--- src/rtl/pc_seq_pkg.sv ---
// Shared types and helpers for the pc_seq program-flow sequencer.
package pc_seq_pkg;

  typedef enum logic {RUN, FLUSH} state_t;

  typedef enum logic [2:0] {NONE, IRQ, RTI, RET, CAL, JMP, BRZ} action_t;

  // Stack pointer must hold 0..depth inclusive.
  function automatic int unsigned sp_width(input int unsigned depth);
    return $clog2(depth) + 1;
  endfunction

endpackage

--- src/rtl/pc_seq_ret_stack.sv ---
// Return-address LIFO: pointer resets, storage does not; top reads 0 when empty.
module ret_stack
  import pc_seq_pkg::*;
#(
  parameter int unsigned NBITS = 8,
  parameter int unsigned SDEPT = 8
) (
  input  logic             clk,
  input  logic             rst,
  input  logic             push,
  input  logic             pop,
  input  logic [NBITS-1:0] din,
  output logic [NBITS-1:0] top,
  output logic             full,
  output logic             empty
);

  localparam int unsigned PW = sp_width(SDEPT);

  logic [NBITS-1:0] mem [SDEPT];
  logic [PW-1:0]    ptr;
  logic [PW-1:0]    ptr_dec;

  assign full    = (ptr == PW'(SDEPT));
  assign empty   = (ptr == '0);
  assign ptr_dec = ptr - PW'(1);
  assign top     = empty ? '0 : mem[ptr_dec[PW-2:0]];

  always_ff @(posedge clk) begin
    if (!rst) begin
      ptr <= '0;
    end else if (push && !full) begin
      ptr <= ptr + PW'(1);
    end else if (pop && !empty) begin
      ptr <= ptr_dec;
    end
  end

  always_ff @(posedge clk) begin
    if (rst && push && !full) begin
      mem[ptr[PW-2:0]] <= din;
    end
  end

endmodule

--- src/rtl/pc_seq.sv ---
// Program-flow sequencer: decodes flow ops, drives counter load, owns return stack.
// Interrupt support is enabled by defining PC_SEQ_IRQ_EN.
module pc_seq
  import pc_seq_pkg::*;
#(
  parameter int unsigned NBITS = 8,
  parameter int unsigned SDEPT = 8,
  parameter int unsigned FLSHN = 2,
  parameter int unsigned IRQAD = 1
) (
  input  logic             clk,
  input  logic             rst,
  input  logic [NBITS-1:0] pc_addr,
  input  logic             op_jmp,
  input  logic             op_brz,
  input  logic             zf,
  input  logic             op_cal,
  input  logic             op_ret,
  input  logic             op_rti,
  input  logic [NBITS-1:0] tgt,
  input  logic             irq,
  output logic             irq_ack,
  output logic             in_isr,
  output logic             pc_load,
  output logic [NBITS-1:0] pc_data,
  output logic             flush,
  output logic             err_ovf,
  output logic             err_unf
);

  state_t           state_q, state_d;
  action_t          act;
  action_t          rti_act;
  logic [2:0]       cnt_q;
  logic             flush_q;
  logic             ovf_q, unf_q;
  logic             irq_take;
  logic             push, pop;
  logic [NBITS-1:0] stk_top;
  logic             stk_full, stk_empty;

`ifdef PC_SEQ_IRQ_EN
  logic isr_q, ack_q;

  assign irq_take = irq & ~isr_q;
  assign rti_act  = RTI;
  assign in_isr   = isr_q;
  assign irq_ack  = ack_q;

  always_ff @(posedge clk) begin
    if (!rst) begin
      isr_q <= 1'b0;
      ack_q <= 1'b0;
    end else begin
      ack_q <= (act == IRQ);
      if (act == IRQ) begin
        isr_q <= 1'b1;
      end else if (act == RTI) begin
        isr_q <= 1'b0;
      end
    end
  end
`else
  logic unused_irq;

  assign unused_irq = irq;
  assign irq_take   = 1'b0;
  assign rti_act    = RET;
  assign in_isr     = 1'b0;
  assign irq_ack    = 1'b0;
`endif

  ret_stack #(
    .NBITS(NBITS),
    .SDEPT(SDEPT)
  ) u_stack (
    .clk  (clk),
    .rst  (rst),
    .push (push),
    .pop  (pop),
    .din  (pc_addr),
    .top  (stk_top),
    .full (stk_full),
    .empty(stk_empty)
  );

  always_comb begin
    act = NONE;
    if (rst && state_q == RUN) begin
      if (irq_take)            act = IRQ;
      else if (op_rti)         act = rti_act;
      else if (op_ret)         act = RET;
      else if (op_cal)         act = CAL;
      else if (op_jmp)         act = JMP;
      else if (op_brz && zf)   act = BRZ;
    end
  end

  // An empty pop still redirects: stk_top reads 0 in that case.
  always_comb begin
    push    = 1'b0;
    pop     = 1'b0;
    pc_load = 1'b0;
    pc_data = '0;
    case (act)
      IRQ: begin
        push    = 1'b1;
        pc_load = 1'b1;
        pc_data = NBITS'(IRQAD);
      end
      RTI, RET: begin
        pop     = 1'b1;
        pc_load = 1'b1;
        pc_data = stk_top;
      end
      CAL: begin
        push    = 1'b1;
        pc_load = 1'b1;
        pc_data = tgt;
      end
      JMP, BRZ: begin
        pc_load = 1'b1;
        pc_data = tgt;
      end
      default: ;
    endcase
  end

  always_comb begin
    state_d = state_q;
    case (state_q)
      RUN:     if (pc_load) state_d = FLUSH;
      FLUSH:   if (cnt_q == 3'(FLSHN - 1)) state_d = RUN;
      default: state_d = RUN;
    endcase
  end

  always_ff @(posedge clk) begin
    if (!rst) begin
      state_q <= RUN;
      cnt_q   <= '0;
      flush_q <= 1'b0;
      ovf_q   <= 1'b0;
      unf_q   <= 1'b0;
    end else begin
      state_q <= state_d;
      flush_q <= (state_d == FLUSH);
      cnt_q   <= (state_q == FLUSH) ? cnt_q + 3'd1 : '0;
      ovf_q   <= ovf_q | (push & stk_full);
      unf_q   <= unf_q | (pop & stk_empty);
    end
  end

  assign flush   = flush_q;
  assign err_ovf = ovf_q;
  assign err_unf = unf_q;

endmodule

--- config.mk ---
export PLATFORM = sky130hd
export DESIGN_NAME = pc_seq
export DESIGN_NICKNAME = d
export VERILOG_FILES = /design/src/rtl/pc_seq_pkg.sv /design/src/rtl/pc_seq_ret_stack.sv /design/src/rtl/pc_seq.sv
export SDC_FILE = /design/constraint.sdc
export NUM_CORES = 1
export LEC_CHECK = 0
export CAP_MARGIN = 20
export CORE_AREA = 3 3 78 80
export CTS_CLUSTER_DIAMETER = 80
export CTS_CLUSTER_SIZE = 14
export DETAILED_ROUTE_END_ITERATION = 6
export DIE_AREA = 0 0 81 83
export DONT_BUFFER_PORTS = 1
export GPL_TIMING_DRIVEN = 0
export MAX_ROUTING_LAYER = met4
export PLACE_DENSITY = 0.84
export RECOVER_POWER = 100
export SETUP_SLACK_MARGIN = 0.5
export SYNTH_ARGS = -nofsm -noshare
export SYNTH_HDL_FRONTEND = slang
export SYNTH_HIERARCHICAL = 1
export SYNTH_SLANG_ARGS = --single-unit
export TNS_END_PERCENT = 20
--- constraint.sdc ---
create_clock -name clk -period 5.53 [get_ports clk]
set_input_delay 0.8295 -clock clk [delete_from_list [all_inputs] [get_ports clk]]
set_output_delay 0.8295 -clock clk [all_outputs]
set_load 0.01 [all_outputs]
# After elaboration in Yosys (flattened, before gate mapping)

Memories as Yosys holds them, arrays and structs flattened.
Index checks and enable logic that the tools add are counted.

Output and inout port bits: 14
RAM bits: 64
Input port bits: 25
Memories kept: 1
Register bits after elaboration: 10

Memories:

| name        | depth | bits a word | read ports | clocked after Yosys merged registers in | wr ports | line                   | RTL |
|---|---|---|---|---|---|---|---|
| u_stack.mem | 8     | 8           | 1          | 0                                       | 1        | pc_seq_ret_stack.sv:20 | `logic [NBITS-1:0] mem [SDEPT];` |

$add $sub $neg: 3
Eq/ne operators: 8
Bitwise operators: 5
Reductions and logical operators: 15
Multiplexer cells: 18

Operator list:

| cell                                                                | number |
|---|---|
| 8-bit case mux with 3 select lines                                  | 1 |
| 3-bit 2-to-1 mux                                                    | 6 |
| 3-bit == test (second input constant)                               | 3 |
| 4-bit 2-to-1 mux                                                    | 2 |
| 8-bit 2-to-1 mux                                                    | 1 |
| 1-bit 2-to-1 mux                                                    | 7 |
| 3-bit by 1-bit == test with 1-bit output (second input constant)    | 2 |
| 3-bit by 2-bit == test with 1-bit output (second input constant)    | 2 |
| 1-bit logical AND                                                   | 6 |
| 6-bit OR reduction                                                  | 1 |
| 4-bit by 1-bit adder with 4-bit output (second input constant)      | 1 |
| 4-bit == test (second input constant)                               | 1 |
| 4-bit logical NOT                                                   | 1 |
| 2-bit OR reduction                                                  | 2 |
| 4-bit by 1-bit subtractor with 4-bit output (second input constant) | 1 |
| 3-bit by 1-bit adder with 3-bit output (second input constant)      | 1 |
| 3-bit OR reduction                                                  | 1 |
| 1-bit bitwise AND                                                   | 2 |
| 1-bit logical NOT                                                   | 2 |
| 1-bit OR                                                            | 2 |
| 1-bit case mux with 2 select lines                                  | 1 |
| 2-bit AND reduction                                                 | 1 |
| 2-bit nonzero test                                                  | 1 |
| 1-bit NOT                                                           | 1 |

# Depth between registers and ports, before layout

Gate-level depths: netlist of run 1.

Word-level depth: 14
Gate-level depth with buffers: 9
Gate-level depth less buffers: 7

# By module

Netlist of run 1, hierarchy kept.

Modules (own cells, without submodules):

| module    | cells each | area each (um^2) | seq. area each (um^2) | instances |
|---|---|---|---|---|
| ret_stack | 165        | 2822.7           | 2001.9                | 1 |
| pc_seq    | 39         | 385.4            | 120.1                 | 1 |

# Worst setup path after synthesis of run 1

No wires, ideal clock.

Path kind: register to output
Start: register u_stack.ptr[0]
End: output port pc_data[0]
Cell stages (with the launch flop): 10
Path slack: 2.653 ns
Arrival time: 2.048 ns
Required time: 4.701 ns
Cells stage by stage: dfxtp_1 buf_6 inv_1 ha_1 buf_2 buf_1 mux4_2 o21ai_0 nand2_1 a22o_1

Longest elaborated chain between the ends: 4
Elaborated cells on any way between the ends: 5
Those cells by class: 1 x add/sub; 2 x mux; 1 x reduce/logical; 1 x memory

RTL lines:

| what                                        | line                   | RTL |
|---|---|---|
| start: declaration                          | pc_seq_ret_stack.sv:21 | `logic [PW-1:0] ptr;` |
| start signal: assignment                    | pc_seq_ret_stack.sv:33 | `ptr <= ptr + PW'(1);` |
| start signal: assignment                    | pc_seq_ret_stack.sv:35 | `ptr <= ptr_dec;` |
| 4-bit by 1-bit subtractor with 4-bit output | pc_seq_ret_stack.sv:26 | `assign ptr_dec = ptr - PW'(1);` |
| memory read 8 x 8 bit                       | -                      |  |
| 8-bit 2-to-1 mux *                          | pc_seq_ret_stack.sv:27 | `assign top = empty ? '0 : mem[ptr_dec[PW-2:0]];` |
| net stk_top[0]                              | pc_seq.sv:39           | `logic [NBITS-1:0] stk_top;` |
| 8-bit case mux with 3 select lines *        | pc_seq.sv:105          | `case (act)` |
| end: declaration                            | pc_seq.sv:25           | `output logic [NBITS-1:0] pc_data,` |

Mark *: on every way through the listed nets, which the timed path passes. The rest lies on a longest branch.

# Worst setup path in the final report of run 1

Start: register u_stack.ptr[0]
End: output port pc_data[1]

Same word-level chain as after synthesis.

==> results.md, run 1 <==
* Top post-synthesis cells by area: edfxtp_1 (60%), mux4_2 (11%), dfxtp_1 (6.2%)
* Synthesis-stage register bit count at 74
* Via total after detailed routing at roughly 1.8k
* Gate count after technology mapping at about 200
* Initial Util at between 50% and 60%
* Final TNS setup at 0 ns
* Number of diodes added for antenna fixing at 0
* Vias per cell at ~6.2
* Worst setup path class: reg2out
* Max Root-Sink Buffers at 2
* Worst Max-Slew Pin Slew at between 0.9 and 1 ns
* Row count at 27
* Number of clock buffers inserted by TritonCTS at 9
* Insertion delay to the later sink of the worst-skew pair at between 0.3 and 0.4 ns
* Post-DRT Antenna Nets at 0
* Area of placed instances at around 3300 um^2
* Fill cell total of the finished layout at 401
* Placed wire-length estimate at 4210 um
* Area of combinational cells with multiple inputs at 998 um^2
* Top cell types by occurrence after synthesis: edfxtp_1 (64), o21ai_0 (17), mux4_2 (16), nand2_1 (16), nor2_1 (12)
* Run status: finished, final reports clean
* TritonCTS clock tree: yes
* Sequential share of the synthesized area at about two thirds
* Clock root buffer: clkbuf_8
* Post-cts resize count at 0
* Worst clock skew on the final layout at 0.00545 ns
* Crit path largest cell delay at 0.61 ns
* Synth Warn # at 6
* H-tree levels at 3
* Global placer's final weighted congestion at 0.806
* Fmax at 0.236 GHz
* Global-route wire length before repair at 9910 um
* Average routed wire per standard cell at 21.0 um
* Buf+Inv Stages, Crit Path at 4
* Drc violations at 0
* Cell breakdown of the critical path: clkbuf_1 -> inv_1 -> ha_1 -> buf_2 -> clkbuf_1 -> mux4_2 -> o21ai_0 -> nand2_1 -> a22o_1
* Worst max-slew margin expressed relative to the limit at between 30% and 40%
* Async set-or-reset flop fraction in the synthesized netlist at 0%
* Final Max Slew Viols at 0
* Final worst setup slack at approximately 1.3 ns
* All-Layer GR Usage at a little over a fifth
* Setup violation total in the final timing report at 0
* CP most frequent cell: clkbuf_1
* Most frequently used cell type in the post-synthesis netlist: edfxtp_1
* Cell Count Post-Placement at 279
* Main flop type after synthesis: edfxtp_1
* # Post-CTS Setup Buffers at 0
* Number of enable flip-flop cells after synthesis at between 60 and 70
* Pre-CTS setup slack at about 2.1 ns
* Number of max-cap violations at 0
* Cell type contributing the most total cell area after synthesis: edfxtp_1
* Pin count of the biggest net entering global routing at 14
* Clk pwr share at 37.9%
* Number of global-route vias before repair at 1867
* Sort of element at the start of the critical path: flip-flop
* Req. time, crit path at around 4.7 ns
* Family with the most delay on the worst path: buffers and inverters
* X dimension of the die at roughly 81 um
* Ratio of cells with drive above 1 in the final layout at 18.6%
* Number of detailed-routing iterations run before antenna repair at 4
* Critical-path cell with the highest stage delay: clkbuf_1
* Die outline area at roughly 6700 um^2
* Peak supply drop at 0.000224 V
* Endpoint kind of the worst setup timing path: output port
* Net Sw Frac at approximately a fifth
* Static Leak at roughly 1.1 nW
* Register cell area after layout at ~2100 um^2
* Total congestion overflow after global routing at 0
* Syn avg cell area at roughly 16 um^2
* Power density cells at roughly 320 nW/um^2
* Internal power at 884 uW
* Number of antenna violations at the first check in global routing at 0
* Combinational fraction of design power at around 6.2%
* Post-route cell area at 3480 um^2
* Minimum clock period at 4.24 ns
* Worst EP arrival at 3.41 ns
* RSZ-0062 raised after global routing: false
* I/O pin cnt at 39
* Net total in the final layout at ~250
* Endpoints failing hold at 0
* Proportion of netlist area held by the largest area contributor at 59.9%
* Number of library cell types mapped by synthesis at 44
* Area of the mapped netlist at approximately 3200 um^2
* Switch Pwr at 214 uW
* Class of the tightest hold or removal check: reg2reg
* Synthesis-to-layout area growth at 8.58%
* Number of hold-repair buffers added at the cts stage at 0
* Total wire length at about 6000 um
* Final cell count without fillers at just under 300
* Chip height at slightly above 80 um
* Maximum fanout along the worst path at 10
* Clock sinks at 74
* Number of buffer cells added on primary ports at 0
* Placeable core area at 5470 um^2
* Sequential cell fraction of total power at 55.9%
* Final worst-path cycle share at 76.6%
* Clock input transition at the sequential cells of the worst setup and hold paths at 0.07 ns
* Initial DRC Count at about 140
==> final cells by class <==
cell class | count | share of cell area (%)
well taps | 72 | 2.59
repair buffers | 2 | 0.216
plain buffers | 9 | 1.36
clock inverters | 5 | 2.05
flip-flops and latches | 74 | 60.9
multi-input cells | 116 | 28.7
clock buffers | 9 | 3.56
inverters | 6 | 0.647
==> logic make-up after synthesis <==
kind of cell / share of synthesized area, %
buf+inv: 2.42
mux: 11.6
compound gates: 7.88
other cells: 0.117
simple gates: 9.75
xor+xnor: 0.546
flops: 66.1
fa+ha+maj: 1.56
==> worst reg2reg max path, cell delays in order (launching register included) <==
cell,delay [ns]
dfxtp_1,0.38
clkbuf_1,0.61
inv_1,0.15
ha_1,0.32
nand3b_1,0.25
nand4_1,0.22
nor3_1,0.78
clkbuf_1,0.27
==> power by group through the flow <==
| stage | logic (mW) | registers (mW) | clock network (mW) |
|---|---|---|---|
| floorplan | 0.0567 | 0.625 | 0 |
| global placement | 0.0688 | 0.626 | 0 |
| detailed placement | 0.0716 | 0.626 | 0 |
| CTS | 0.0717 | 0.614 | 0.429 |
| global route | 0.0747 | 0.613 | 0.454 |
| finish | 0.0683 | 0.614 | 0.416 |
==> metrics by stage <==
stage / hold slack [ns] / utilization (%) / total power, mW
2_1_floorplan: 0.421 / - / 0.682
3_3_place_gp: 0.436 / 60.3 / 0.694
3_5_place_dp: 0.452 / 60.6 / 0.697
4_1_cts: 0.468 / 64.1 / 1.11
5_1_grt: 0.501 / 63.6 / 1.14
6_report: 0.460 / 63.6 / 1.10
==> placed cells by master (no fill, tap or decap), types with 3 or more instances in the layout <==
cell type	netlist	layout
edfxtp_1	64	64
o21ai_0	17	17
nand2_1	16	16
mux4_2	16	16
nor2_1	12	12
dfxtp_1	10	10
clkbuf_8	0	9
a22o_1	8	8
inv_1	5	5
clkbuf_1	1	5
nor3_1	4	4
ha_1	4	4
nand4_1	4	4
a21oi_1	3	3
buf_4	3	3
clkinv_1	0	3
==> layer usage <==
| layer | wire, um | GRT usage, % | vias up |
|---|---|---|---|
| li1 | - | - | 825 |
| met2 | 3180 | 32.9 | 79 |
| met3 | 541 | 6.51 | 13 |
| met1 | 2330 | 26.9 | 913 |
| met5 | 0 | - | - |
| met4 | 100 | 7.83 | 0 |
==> path summary, 6_finish.rpt <==
path	from	to	slack (ns)	cells after the start
min reg2reg	cnt_q[0]	cnt_q[0]	0.46	1
max	u_stack/ptr[0]	pc_data[1]	1.29	9
max reg2reg	u_stack/ptr[0]	u_stack/mem[0][4]	2.24	7
min	cnt_q[0]	cnt_q[0]	0.46	1
==> flip-flops by register name, summed over array words and instances, names as in the netlist <==
register and cells:
err_unf 1, u_stack/ptr 4, u_stack/mem 64, cnt_q 3, err_ovf 1, flush 1
Power figures use the tool's default switching activity.
==> run 2: changes to the inputs <==
Settings changed: CORE_AREA 3 3 78 80 to 3 3 80 82, DIE_AREA 0 0 81 83 to 0 0 83 85.
Clock period 5.53 ns to 3.52 ns, I/O delays scaled along.
==> results.md, run 2 (synthesis gave the netlist of run 1 again) <==
* Post-DRT Antenna Nets at 0 (unchanged)
* Flip-flop count of the largest register, all copies and words added at 64 (unchanged)
* Static Leak at 1.14 nW (+0.16%)
* Origin of the worst min-delay path: pc_addr[2]
* Chip height at 85 um (+2.4%)
* I/O pin cnt at 39 (unchanged)
* Number of buffer cells added on primary ports at 0 (unchanged)
* Final Max Slew Viols at 0 (unchanged)
* Clock root buffer: clkbuf_8
* Run status: finished, final reports clean
* Net Sw Frac at 21.8% (+2.3 points)
* Global-route wire length before repair at 10200 um (+2.6%)
* Number of max-cap violations at 0 (unchanged)
* Power density cells at 488 nW/um^2 (+55%)
* Endpoint kind of the worst setup timing path: output port
* Reg-to-reg critical path startpoint: flush
* Worst setup path class: reg2out
* Total congestion overflow after global routing at 0 (unchanged)
* Switch Pwr at 372 uW (+73%)
* H-tree levels at 3 (unchanged)
* Clock sinks at 74 (unchanged)
* R2R cell count at 6 (-1)
* X dimension of the die at 83 um (+2.5%)
* Die outline area at 7060 um^2 (+4.9%)
* Pin count of the biggest net entering global routing at 14 (unchanged)
* Final TNS setup at 0 ns (unchanged)
* Placed wire-length estimate at 4200 um (-0.15%)
* Number of global-route vias before repair at 1872 (+0.27%)
* Worst max-slew margin expressed relative to the limit at 36.6% (+1.9 points)
* Most frequent cells in the layout: edfxtp_1 (64), o21ai_0 (17), nand2_1 (16), mux4_2 (16), nor2_1 (13)
* Hold Path Cell Cnt at 0 (-1)
* All-Layer GR Usage at 19.9% (-1.5 points)
* Peak supply drop at 0.000444 V (+98%)
* Net total in the final layout at 247 (unchanged)
* Final worst-path cycle share at between 80% and 90%
* End of the worst register-to-register path: u_stack/mem[1][7]
* Synthesis-to-layout area growth at 9.17%
* Final worst setup slack at 0.529 ns (-0.764 ns)
* Worst Max-Slew Pin Slew at 0.948 ns (-0.0286 ns)
* Total wire length at 6390 um (+3.9%)
* Hold Crit Endpoint: u_stack/mem[6][2]
* Sort of element at the start of the critical path: flip-flop
* Combinational fraction of design power at 6.5% (+0.3 points)
* Sequential cell fraction of total power at 56.4% (+0.5 points)
* Insertion delay to the later sink of the worst-skew pair at 0.34 ns (about the same)
* Row count at 28 (+3.7%)
* Number of antenna violations at the first check in global routing at 0 (unchanged)
* Initial Util at 55.2% (-3.5 points)
* Clock input transition at the sequential cells of the worst setup and hold paths at 0.08 ns (about the same)
* RSZ-0062 raised after global routing: false
* Post-route cell area at 3500 um^2 (+0.54%)
* Ratio of cells with drive above 1 in the final layout at 19.3% (+0.73 points)
* Average routed wire per standard cell at 21.5 um (+2.1%)
* Vias per cell at 6.15 (-1.5%)
* Drc violations at 0 (unchanged)
* Internal power at 1.34 mW (+51%)
* Number of hold-repair buffers added at the cts stage at 0 (unchanged)
* Pre-CTS setup slack at 0.438 ns (-1.70 ns)
* Global placer's final weighted congestion at 0.804 (-0.20%)
* Flop2flop setup slack at 0.60 ns (-1.64 ns)
* Worst clock skew on the final layout at 0.00573 ns (+0.000280 ns)
* Req. time, crit path at 2.99 ns (-1.71 ns)
* TritonCTS clock tree: yes
* Via total after detailed routing at 1833 (+0.16%)
* Most frequent standard cell in the layout excluding fill and tap cells: edfxtp_1
* Fmax at about 0.33 GHz
* Class of the tightest hold or removal check: in2reg
* Initial DRC Count at 239 (+74%)
* Number of diodes added for antenna fixing at 0 (unchanged)
* Setup violation total in the final timing report at 0 (unchanged)
* Worst EP arrival at 2.46 ns (-0.95 ns)
* Maximum fanout along the worst path at 10 (unchanged)
* Minimum clock period at ~3 ns
* Area of placed instances at 3320 um^2 (+0.19%)
* Endpoints failing hold at 0 (unchanged)
* Number of clock buffers inserted by TritonCTS at 9 (unchanged)
* Max Root-Sink Buffers at 2 (unchanged)
* Number of detailed-routing iterations run before antenna repair at 4 (unchanged)
* Placeable core area at 5820 um^2 (+6.3%)
* Clk pwr share at 37.0% (-0.9 points)
## run 2: cell types whose count changed in the layout (fill, tap and decap cells not counted), moves of 2 or more
cell / previous run / this run
clkinvlp_4: 0 / 3
and2_0: 2 / 0
and2_1: 0 / 2
buf_6: 0 / 2
clkbuf_1: 5 / 3
clkinv_1: 3 / 1
## run 2: worst max path at each step
| stage | depth (start not counted) | to | startpoint |
|---|---|---|---|
| floorplan | 9 | pc_data[0] | u_stack/ptr[0] |
| global placement | 9 | pc_data[4] | u_stack/ptr[0] |
| detailed placement | 9 | pc_data[4] | u_stack/ptr[0] |
| CTS | 9 | pc_data[4] | u_stack/ptr[0] |
| global route | 6 | u_stack/mem[1][0] | flush |
| finish | 9 | pc_data[3] | u_stack/ptr[0] |
## run 2: worst max-delay path, cell delays in order, from the launching register on
cell	delay (ns)
dfxtp_1	0.46
buf_12	0.18
inv_1	0.07
ha_1	0.30
buf_6	0.17
buf_6	0.17
mux4_2	0.30
o21ai_0	0.11
nand2_1	0.10
a22o_1	0.26
## run 2: metrics by stage
step / power, mW / hold WS (ns) / util (%) / instances
floorplan: 1.07 / 0.421 / - / 205
global placement: 1.09 / 0.432 / 56.8 / 280
detailed placement: 1.09 / 0.440 / 57.1 / 282
CTS: 1.73 / 0.257 / 60.6 / 298
global route: 1.77 / 0.249 / 60.2 / 298
finish: 1.71 / 0.278 / 60.2 / 298
## run 2: cell type report
class                      count  area [um^2]
fill                         454         2310
sequential                    74         2120
multi-input combinational    116          982
clock buffer                  10          128
tap                           75         93.8
buffer                         9         77.6
clock inverter                 6         65.1
inverter                       6         22.5
timing repair buffer           2         11.3
## run 2: what timing repair did
action                     CTS  global route
gates resized for setup      4             6
setup buffers                0             0
setup endpoints to repair    7             8
## run 2: layer usage
| metal | vias to the layer above | GRT usage [%] | part of all wire [%] |
|---|---|---|---|
| met3 | 8 | 7.57 | 7.6 |
| met5 | - | - | 0 |
| met2 | 73 | 30.8 | 50 |
| met4 | 0 | 5.65 | 1.1 |
| met1 | 921 | 24.8 | 41 |
| li1 | 831 | - | - |
## run 2: power groups by stage
stage / Combinational [mW] / Sequential [mW] / Clock, mW
global placement: 0.108 / 0.983 / 0
floorplan: 0.0891 / 0.982 / 0
finish: 0.111 / 0.964 / 0.633
detailed placement: 0.110 / 0.983 / 0
CTS: 0.114 / 0.963 / 0.649
global route: 0.121 / 0.965 / 0.689
==> run 3: changes to the inputs <==
Clock period 3.52 ns to 2.6 ns, I/O delays scaled along.
==> results.md, run 3 (synthesis gave the netlist of run 1 again) <==
* Run status: finished, final reports clean
* Number of antenna violations at the first check in global routing at 0 (unchanged)
* Number of global-route vias before repair at 2004 (+7.1%)
* Buf+Inv Stages, Crit Path at 4 (unchanged)
* Number of hold-repair buffers added at the cts stage at 0 (unchanged)
* Fmax at around 0.40 GHz
* Power density cells at 606 nW/um^2 (+24%)
* Max Root-Sink Buffers at 2 (unchanged)
* Final Max Slew Viols at 0 (unchanged)
* H-tree levels at 3 (unchanged)
* Most frequent standard cell in the layout excluding fill and tap cells: edfxtp_1
* Number of diodes added for antenna fixing at 0 (unchanged)
* Static Leak at 1.28 nW (+12%)
* Worst max-slew margin expressed relative to the limit at 56.9% (+20 points)
* Combinational fraction of design power at 9.2% (+2.7 points)
* Number of detailed-routing iterations run before antenna repair at 4 (unchanged)
* Post-Route Utilization at 64.7% (+4.5 points)
* CP most frequent cell: buf_8
* Pre-CTS setup slack at 0.103 ns (-0.335 ns)
* Internal power at 1.75 mW (+31%)
* Post-DRT Antenna Nets at 0 (unchanged)
* Final worst setup slack at 0.112 ns (-0.417 ns)
* Placed wire-length estimate at 4210 um (+0.20%)
* Total congestion overflow after global routing at 0 (unchanged)
* Class of the tightest hold or removal check: in2reg
* Endpoints failing hold at 0 (unchanged)
* TritonCTS clock tree: yes
* Total wire length at 6960 um (+8.9%)
* Ratio of cells with drive above 1 in the final layout at 34.0% (+15 points)
* Net total in the final layout at 268 (+8.5%)
* Worst Max-Slew Pin Slew at 0.642 ns (-0.305 ns)
* Final worst-path cycle share at roughly 96%
* Clock sinks at 74 (unchanged)
* Sort of element at the start of the critical path: flip-flop
* Sequential cell fraction of total power at 57.2% (+0.8 points)
* Critical-path cell with the highest stage delay: dfxtp_4
* Clock root buffer: clkbuf_8
* RSZ-0062 raised after global routing: true
* Endpoint kind of the worst setup timing path: output port
* Drc violations at 0 (unchanged)
* Vias per cell at 6.21 (+1.0%)
* Clock input transition at the sequential cells of the worst setup and hold paths at 0.08 ns (about the same)
* Chip height at 85 um (unchanged)
* X dimension of the die at 83 um (unchanged)
* Via total after detailed routing at 1982 (+8.1%)
* Number of max-cap violations at 0 (unchanged)
* Initial Util at 55.2% (unchanged)
* Setup violation total in the final timing report at 0 (unchanged)
* Peak supply drop at 0.000426 V (-4.2%)
* Number of clock buffers inserted by TritonCTS at 9 (unchanged)
* Die outline area at 7060 um^2 (unchanged)
* Global-route wire length before repair at 10800 um (+6.0%)
* Flip-flop count of the largest register, all copies and words added at 64 (unchanged)
* Crit path largest cell delay at 0.37 ns (-0.09 ns)
* Insertion delay to the later sink of the worst-skew pair at 0.35 ns (about the same)
* Cell Count Post-Placement at 281 (-0.35%)
* Number of buffer cells added on primary ports at 0 (unchanged)
* Most frequent cells in the layout: edfxtp_1 (64), buf_4 (17), nand2_1 (16), mux4_2 (16)
* Minimum clock period at between 2 and 2.5 ns
* All-Layer GR Usage at 21.3% (+1.4 points)
* Cell breakdown of the critical path: buf_8 -> inv_4 -> ha_4 -> buf_8 -> buf_8 -> mux4_2 -> o21ai_2 -> nand2_1 -> a22o_1
* Global placer's final weighted congestion at 0.807 (+0.37%)
* I/O pin cnt at 39 (unchanged)
* Area of placed instances at 3330 um^2 (+0.38%)
* Net Sw Frac at 23.2% (+1.4 points)
* Placeable core area at 5820 um^2 (unchanged)
* Final cell count without fillers at 319 (+7.0%)
* Family with the most delay on the worst path: buffers and inverters
* Switch Pwr at 528 uW (+42%)
* Synthesis-to-layout area growth at 17.3%
* Row count at 28 (unchanged)
* Worst clock skew on the final layout at 0.00715 ns (+0.00141 ns)
* Maximum fanout along the worst path at 8 (-2)
* Worst EP arrival at 2.10 ns (-0.36 ns)
* Post-route cell area at 3760 um^2 (+7.4%)
* Average routed wire per standard cell at 21.8 um (+1.7%)
* Pin count of the biggest net entering global routing at 14 (unchanged)
* Clk pwr share at 33.7% (-3.3 points)
* Req. time, crit path at 2.21 ns (-0.78 ns)
* Worst setup path class: reg2out
* Initial DRC Count at 162 (-32%)
[run 3: changes by cell type in the layout (fill, tap and decap cells not counted), moves of 3 or more]
cell     before  now
o21ai_2       0    4
o21ai_0      17    9
nor2_2        0    7
o21ai_1       0    4
buf_4         4   17
buf_8         0    3
nor2_1       13    6
[run 3: repair_timing]
action	4_1_cts	5_1_grt
setup buffers	10	12
endpoints found under the setup margin	72	73
resized for setup	28	16
pin swaps	7	6
[run 3: worst paths after layout]
kind | from | depth (start not counted) | endpoint | slack (ns)
hold reg to reg | cnt_q[0] | 1 | cnt_q[0] | 0.46
setup / recovery | u_stack/ptr[0] | 9 | pc_data[5] | 0.11
hold / removal | pc_addr[5] | 0 | u_stack/mem[6][5] | 0.13
setup reg to reg | flush | 5 | u_stack/mem[7][1] | 0.19
[run 3: through the flow]
step,hold slack [ns],TNS (ns),total power [mW]
floorplan,0.421,0,1.46
global placement,0.433,-1.30,1.48
detailed placement,0.450,0,1.49
CTS,0.116,0,2.29
global route,0.114,0,2.36
finish,0.132,0,2.28
[run 3: layout make-up]
cell class                 instances  area [um^2]
buffer                             9         88.8
clock buffer                      10          128
clock inverter                     6         42.5
fill                             408         2050
inverter                           6         25.0
multi-input combinational        116         1060
sequential                        74         2130
tap                               75         93.8
timing repair buffer              23          193
[run 3: power groups by stage]
stage | Clock, mW | Sequential, mW | Combinational (mW)
after floorplan | 0 | 1.33 | 0.126
after global placement | 0 | 1.33 | 0.152
after detailed placement | 0 | 1.33 | 0.155
after CTS | 0.789 | 1.30 | 0.195
after global routing | 0.834 | 1.30 | 0.225
final | 0.767 | 1.30 | 0.209
[run 3: per-layer routing]
metal	vias to the layer above	global-route usage [%]	wire length, um
met4	0	10.4	108
met2	92	33.5	3530
li1	868	-	-
met1	1011	26.0	2730
met5	-	-	0
met3	11	5.44	587
